### src/rtl/audio_note_sequencer.sv
// Melody player: walks a {period,duration} note ROM and streams square-wave samples to the audio FIFO.
// First sample 3 cycles after start; a full FIFO only drops samples, note timing never stalls.
module audio_note_sequencer #(
  parameter int          ADDR_W    = 5,
  parameter int          PERIOD_W  = 19,
  parameter int          DUR_W     = 8,
  parameter int          TICK_DIV  = 5000000,
  parameter logic [31:0] AMPLITUDE = 32'd10000000
) (
  input  logic                      CLOCK_50,
  input  logic                      resetn,
  input  logic                      start,
  input  logic                      stop,
  output logic [ADDR_W-1:0]         rom_addr,
  input  logic [PERIOD_W+DUR_W-1:0] rom_data,
  input  logic                      audio_out_allowed,
  output logic                      write_audio_out,
  output logic [31:0]               left_channel_audio_out,
  output logic [31:0]               right_channel_audio_out,
  output logic                      busy,
  output logic                      done
);

  localparam int                PS_W          = (TICK_DIV > 1) ? $clog2(TICK_DIV) : 1;
  localparam logic [PS_W-1:0]   PS_MAX        = PS_W'(TICK_DIV - 1);
  localparam logic [ADDR_W-1:0] ADDR_LAST     = '1;
  localparam logic [31:0]       NEG_AMPLITUDE = ~AMPLITUDE + 32'd1;

  typedef enum logic [2:0] {
    S_IDLE,
    S_FETCH,
    S_LOAD,
    S_PLAY,
    S_END
  } state_t;

  state_t                r_state;
  state_t                w_state_nxt;
  logic [ADDR_W-1:0]     r_addr;
  logic [PERIOD_W-1:0]   r_period;
  logic [DUR_W-1:0]      r_dur;
  logic [PERIOD_W-1:0]   r_hp_cnt;
  logic                  r_phase;
  logic [PS_W-1:0]       r_presc;
  logic [DUR_W-1:0]      r_tick;
  logic [31:0]           r_sample;

  logic [PERIOD_W-1:0]   w_rom_period;
  logic [DUR_W-1:0]      w_rom_dur;
  logic                  w_note_expired;
  logic                  w_hp_wrap;
  logic                  w_presc_wrap;
  logic                  w_phase_nxt;
  logic [PERIOD_W-1:0]   w_period_nxt;
  logic [31:0]           w_sample_nxt;

  assign w_rom_period   = rom_data[PERIOD_W+DUR_W-1:DUR_W];
  assign w_rom_dur      = rom_data[DUR_W-1:0];
  assign w_note_expired = (r_tick == r_dur);
  assign w_hp_wrap      = (r_hp_cnt == r_period);
  assign w_presc_wrap   = (r_presc == PS_MAX);

  always_ff @(posedge CLOCK_50) begin
    if (!resetn) begin
      r_state <= S_IDLE;
    end else begin
      r_state <= w_state_nxt;
    end
  end

  always_comb begin
    w_state_nxt     = r_state;
    busy            = (r_state != S_IDLE);
    done            = 1'b0;
    write_audio_out = 1'b0;
    case (r_state)
      S_IDLE:  if (start) w_state_nxt = S_FETCH;
      S_FETCH: w_state_nxt = S_LOAD;
      S_LOAD: begin
        if ((w_rom_period == '0) && (w_rom_dur == '0)) w_state_nxt = S_END;
        else                                           w_state_nxt = S_PLAY;
      end
      S_PLAY: begin
        write_audio_out = audio_out_allowed && (r_dur != '0);
        if (w_note_expired) begin
          w_state_nxt = (r_addr == ADDR_LAST) ? S_END : S_FETCH;
        end
      end
      S_END: begin
        done        = 1'b1;
        w_state_nxt = S_IDLE;
      end
      default: w_state_nxt = S_IDLE;
    endcase
    if (stop) w_state_nxt = S_IDLE;
  end

  // The sample register is loaded with the value for the upcoming cycle, so the
  // first PLAY cycle already presents the first half-wave level.
  always_comb begin
    w_phase_nxt  = r_phase;
    w_period_nxt = r_period;
    if (r_state == S_LOAD) begin
      w_phase_nxt  = 1'b1;
      w_period_nxt = w_rom_period;
    end else if ((r_state == S_PLAY) && w_hp_wrap) begin
      w_phase_nxt = ~r_phase;
    end
    w_sample_nxt = 32'd0;
    if ((w_state_nxt == S_PLAY) && (w_period_nxt != '0)) begin
      w_sample_nxt = w_phase_nxt ? AMPLITUDE : NEG_AMPLITUDE;
    end
  end

  always_ff @(posedge CLOCK_50) begin
    if (!resetn) begin
      r_addr   <= '0;
      r_period <= '0;
      r_dur    <= '0;
      r_hp_cnt <= '0;
      r_phase  <= 1'b1;
      r_presc  <= '0;
      r_tick   <= '0;
      r_sample <= 32'd0;
    end else begin
      r_sample <= w_sample_nxt;
      r_phase  <= w_phase_nxt;
      if (stop) begin
        r_addr <= '0;
      end else begin
        case (r_state)
          S_IDLE: r_addr <= '0;
          S_LOAD: begin
            r_period <= w_rom_period;
            r_dur    <= w_rom_dur;
            r_hp_cnt <= '0;
            r_presc  <= '0;
            r_tick   <= '0;
          end
          S_PLAY: begin
            r_hp_cnt <= w_hp_wrap ? '0 : r_hp_cnt + PERIOD_W'(1);
            r_presc  <= w_presc_wrap ? '0 : r_presc + PS_W'(1);
            if (w_presc_wrap) r_tick <= r_tick + DUR_W'(1);
            if (w_note_expired && (r_addr != ADDR_LAST)) r_addr <= r_addr + ADDR_W'(1);
          end
          S_END:   r_addr <= '0;
          default: r_addr <= r_addr;
        endcase
      end
    end
  end

  assign rom_addr                = r_addr;
  assign left_channel_audio_out  = r_sample;
  assign right_channel_audio_out = r_sample;

endmodule

### config.mk
export PLATFORM = sky130hd
export DESIGN_NAME = audio_note_sequencer
export DESIGN_NICKNAME = d
export VERILOG_FILES = /design/src/rtl/audio_note_sequencer.sv
export SDC_FILE = /design/constraint.sdc
export NUM_CORES = 1
export LEC_CHECK = 0
export ABC_AREA = 1
export BUFFER_PORTS_ARGS = -buffer_cell sky130_fd_sc_hd__buf_2
export CAP_MARGIN = 30
export CORE_ASPECT_RATIO = 0.5
export CORE_MARGIN = 3
export CORE_UTILIZATION = 35
export DETAILED_ROUTE_END_ITERATION = 8
export GPL_TIMING_DRIVEN = 0
export PLACE_DENSITY = 0.53
export SKIP_LAST_GASP = 1
export SLEW_MARGIN = 15
export SYNTH_ARGS = -nofsm -noshare
export SYNTH_HDL_FRONTEND = slang
export SYNTH_SLANG_ARGS = --single-unit
### constraint.sdc
create_clock -name CLOCK_50 -period 1.8 [get_ports CLOCK_50]
set_clock_uncertainty 0.05 [all_clocks]
set_input_delay 0.09 -clock CLOCK_50 [delete_from_list [all_inputs] [get_ports CLOCK_50]]
set_output_delay 0.09 -clock CLOCK_50 [all_outputs]
set_load 0.02 [all_outputs]
### Yosys cells after proc, flatten, opt, wreduce, memory -nomap -nowiden

Cells that the tools add are included.
W data, S select, Z words.

* logic and storage cells: 68
* flip-flop bits (word level): 118
* output and inout port bits: 72

* bitwise operators: 3
* reductions and logical operators: 20
* $add $sub $neg: 4
* eq/ne operators: 12
* muxes and demuxes: 20

Operators with widths (count)
* $pmux W23 S2: 1
* $mux W19: 2
* $pmux W19 S2: 1
* $mux W32: 1
* $add A23 B1 Y23 const B: 1
* $eq A23 B23 Y1 const B: 1
* $mux W23: 1
* $add A19 B1 Y19 const B: 1
* $eq A19 B19 Y1: 1
* $logic_not A19 Y1: 1
* $reduce_bool A19 Y1: 1
* $pmux W8 S2: 1
* $mux W3: 5
* $pmux W3 S4: 1
* $pmux W5 S2: 1
* $eq A3 B2 Y1 const B: 3
* $add A8 B1 Y8 const B: 1
* $eq A8 B8 Y1: 1
* $logic_not A8 Y1: 1
* $mux W8: 1
* $reduce_and A2 Y1: 4
* $reduce_bool A8 Y1: 1
* $add A5 B1 Y5 const B: 1
* $eq A5 B5 Y1 const B: 1
* 14 further kinds: 25

### Depth between registers and ports, before layout

* depth after elaboration: 8
* mapped depth: 13
* gate-level depth less buffers: 13

### Least setup slack after synthesis

No wires, ideal clock.

* path kind: flip-flop to flip-flop
* start: reg r_addr[0] (netlist: rom_addr[0])
* end: reg r_addr[3] (netlist: rom_addr[3])
* required time: 1.635 ns
* arrival: 1.461 ns
* setup slack: 0.174 ns
* stages on the path, launching flop included: 10
* clock period less this slack: 1.626 ns
* buffers on the path: 0
* setup time: 0.115 ns
* cell sequence: dfxtp_1 > ha_1 > nand2_1 > nor2_1 > ha_1 > nor2_2 > nand2_1 > nand2_1 > a21oi_1 > nor2_1

* longest elaborated chain between the ends: 4
* elaborated cells between the ends (all ways): 7
* those cells by class: 1 x add/sub; 2 x eq/ne; 2 x mux; 2 x reduce/logical

Ends and longest elaborated chain
* start: declaration: RTL line 39 `logic [ADDR_W-1:0] r_addr;`
* start signal: assignment: RTL line 144 `if (w_note_expired && (r_addr != ADDR_LAST)) r_addr <= r_addr + ADDR_W'(1);`
* start signal: assignment: RTL line 147 `default: r_addr <= r_addr;`
* branches (longest 4 deep; another with $add A5 B1 Y5)

Several ways; the timed one is not identified. The select of a mux whose other input is x is not followed.
A chain may end at the register's enable or synchronous reset.

### Final worst setup path

* start: reg r_presc[0]
* end: reg r_presc[7]

* longest elaborated chain between the ends: 3
* elaborated cells between the ends (all ways): 4
* those cells by class: 1 x add/sub; 1 x eq/ne; 2 x mux

Ends and longest elaborated chain
* start: declaration: RTL line 44 `logic [PS_W-1:0] r_presc;`
* start signal: assignment: RTL line 142 `r_presc <= w_presc_wrap ? '0 : r_presc + PS_W'(1);`
* $add A23 B1 Y23 or $eq A23 B23 Y1 (tied branches): RTL line 142, 61
* $mux W23 (*): RTL line 142
* $pmux W23 S2 (*): RTL line 131 `case (r_state)`

Mark *: on every way between the ends. The rest lies on a longest branch, timed or not.

==> flow_summary_export.csv <==
group,metric,value,unit
worst_setup_path,startpoint_type,"register",
synth,synth_warnings,0,
worst_setup_path,worstPathMaxFanout,10,
synth,synth_area_per_cell,6.414,sq um
worst_setup_path,crit_cells,9,
final_layout,fillCellCount,1619,
sta,rsz0062_at_grt,"yes",
worst_setup_path,worstPathRequired,1.97,ns
clocking,cts.sinks,89,
clocking,clkTransAtPathRegs,0.07,ns
clocking,cts_tree,"yes",
sta,max_freq,580.7,MHz
sta,setup_viol,0,
worst_setup_path,r2r_slack,0.08,ns
synth,synthTopCellsByArea,"dfxtp_1, nand2_1, buf_4",
routing,drc,0,
clocking,root_buffer,"clkbuf_16",
power,leakagePower,3.487,nW
routing,wl_per_cell,13.40,microns
synth,synth_enable_flop_cells,0,
synth,ys_types,37,
floorplanning,fp-row-count,31,
global_route,antenna_found_initial,0,
routing,ant_nets,0,
final_layout,final_common_cell,"nand2_1",
synth,asyncSetResetFlopFracSynth,0,%
min_path,hold_class,"in -> reg",
routing,wl,16170,microns
flow_run,maxCapViolCount,0,
status,status,"completed",
final_layout,layout.nets,1042,
place,gp_congestion,0.8692,
clocking,htreeDepth,3,
synth,yosys.area.top_type,"dfxtp_1",
sta,worstMarginPinSlew,0.6108,ns
worst_setup_path,r2r-end,"r_presc[7]$_SDFFE_PN0P_",
floorplanning,die_x,184.8,microns
worst_setup_path,critPathMostFrequentCell,"nand2_1",
clocking,insertion_delay,0.34,ns
clocking,cts_made_buffers,9,
worst_setup_path,end_kind,"register",
synth,synth_top_area_share,31.86,%
floorplanning,core,15050,sq um
worst_setup_path,startpoint,"r_presc[0]$_SDFFE_PN0P_",
worst_setup_path,crit_arrival,1.89,ns
sta,relSlewSlack,59.28,%
power,irDropWorstVdd,359.3,uV
global_route,gr-total-overflow,0,
sta,min_period,1.722,ns
worst_setup_path,path_class,"reg -> reg",
synth,syn_inst,872,
floorplanning,die_y,95.39,microns
worst_setup_path,cp-endpoint,"r_presc[7]$_SDFFE_PN0P_",
final_layout,final_cell_mix,"nand2_1, inv_1, nor2_1",
routing,detailedRoute.firstIterationViolations,308,
sta,holdWs,0.01218,ns
worst_setup_path,crit_chain,"ha_1, nand2_1, nor2_4, nand4_1, nand2_2, nand2_1, nand2_1, buf_6, nor3_1",
worst_setup_path,r2r_start,"r_presc[0]$_SDFFE_PN0P_",
floorplanning,ios,104,
synth,syn_area,5593,sq um
place,io_buffers,88,
worst_setup_path,slowest_stage,"dfxtp_1",
floorplanning,die_area,17620,sq um
sta,setup_tns,0,ns
global_route,grt_max_degree,35,
routing,drtPass1Iterations,5,
final_layout,drive_above_1_share,24.58,%
final_layout,diodes,0,
sta,hold_viol_final,0,
worst_setup_path,cp_top_family,"simple AND/OR/NAND/NOR gates",
synth,synth_ff_type,"dfxtp_1",
sta,slew_violations,0,
worst_setup_path,r2r_cells,9,
place,hpwl,12350,microns
routing,num_vias,5620,
global_route,grt_pass1_wl,25050,microns
worst_setup_path,cpPeakStageDelay,0.36,ns
routing,post_drt_via_cell_ratio,4.656,
power,power_density,627.4,nW/um^2
global_route,grt_pass1_vias,4955,
power,power.total,4.392,mW
sta,finalCritPeriodShare,95.66,%
synth,ys_seq_area_share,31.86,%
floorplanning,initial_core_util,37.16,%
global_route,grt_usage,17.99,%
clocking,cts_buffer_depth,2,
synth,synth-seq-cells,89,
final_layout,area_growth_syn_to_layout,25.17,%
worst_setup_path,cp_num_buf_inv,1,
cells by family (layout without fill, tap and decap cells):
family,Yosys count,count (layout),synth area share [%]
DFF,89,89,31.86
xor gates and xnor gates,33,33,5.168
and+or+nand+nor,439,439,33.56
buffers and inverters,211,335,18.81
other,1,14,0.06705
adders and majority gates,5,5,1.119
AOI/OAI and AO/OA,94,94,9.418
synthesized netlist by cell type, types with 2 or more instances:
library cell and count:
nand2_1 221, inv_1 121, nor2_1 103, dfxtp_1 89, buf_4 64, nand3_1 55, a21oi_1 39, o21ai_0 28
xor2_1 22, nor3_1 20, nand4_1 19, o211ai_1 19, xnor2_1 11, clkbuf_1 10, buf_2 9, ha_1 5
inv_2 5, nor2_2 5, o21ai_1 5, nor3b_1 3, and2_0 2, nor3_2 2
area by class of cell:
class / instances / area [sq um] / area share (%)
buffer: 85 / 608.1 / 8.686
clock buffer: 12 / 236.5 / 3.378
clock inverter: 3 / 42.54 / 0.6077
inverter: 126 / 485.5 / 6.935
multi-input combinational: 585 / 2957 / 42.23
sequential: 89 / 1807 / 25.81
tap: 198 / 247.7 / 3.539
timing repair buffer: 109 / 616.8 / 8.811
power by group:
| group | internal [mW] | switching [mW] |
|---|---|---|
| clock network | 1.07 | 0.777 |
| registers | 2.00 | 0.0343 |
| logic | 0.195 | 0.317 |
| total | 3.26 | 1.13 |
per-layer routing:
layer	global-route usage, %	part of all wire (%)	routed length (microns)	up-vias
met4	3.681	0.72	116	0
met2	27.23	41	6703	144
li1	-	-	-	2931
met1	26.66	52	8385	2536
met3	3.316	6.0	967	9
met5	0	0	0	-
worst register-to-register path, cell delays in order (launching register included):
cell and delay, ns:
dfxtp_1 0.36, ha_1 0.18, nand2_1 0.12, nor2_4 0.18
nand4_1 0.15, nand2_2 0.13, nand2_1 0.08, nand2_1 0.14
buf_6 0.17, nor3_1 0.05
through the flow:
stage / util [%] / instances / setup slack, ns / instance area, sq um
final: 46.52 / 1207 / 0.07804 / 7000
after global routing: 46.52 / 1207 / -0.04732 / 7000
after CTS: 44.68 / 1194 / -0.001489 / 6724
after detailed placement: 42.06 / 1171 / -0.1980 / 6330
after global placement: 42.06 / 1171 / -0.2142 / 6330
after floorplan: - / 885 / 0.1736 / 5642
state kept, by name (all words and copies together) (netlist names):
register / cells
r_period: 19
r_dur: 8
r_state: 3
r_presc: 23
left_channel_audio_out: 3
rom_addr: 5
r_hp_cnt: 19
r_phase: 1
r_tick: 8
worst min-delay path by stage:
stage / from / end / slack (ns) / cells after the start
after floorplan: stop / r_period[3]$_SDFFE_PN0N_ / 0.17 / 2
final: rom_data[1] / r_dur[1]$_SDFFE_PN0P_ / 0.01 / 3
after global routing: rom_data[1] / r_dur[1]$_SDFFE_PN0P_ / 0.02 / 3
after global placement: rom_data[0] / r_dur[0]$_SDFFE_PN0P_ / 0.35 / 3
after CTS: rom_data[1] / r_dur[1]$_SDFFE_PN0P_ / 0.006 / 3
after detailed placement: rom_data[2] / r_dur[2]$_SDFFE_PN0P_ / 0.35 / 3
timing repair:
| action | 4_1_cts | 5_1_grt |
|---|---|---|
| hold buffers | 1 | 0 |
| pin swaps | 3 | 15 |
| gates resized for setup | 16 | 59 |
| endpoints found under the setup margin | 82 | 57 |
| buffers inserted | 7 | 13 |
| hold endpoints to repair | 1 | 0 |
Power figures use the tool's default switching activity.
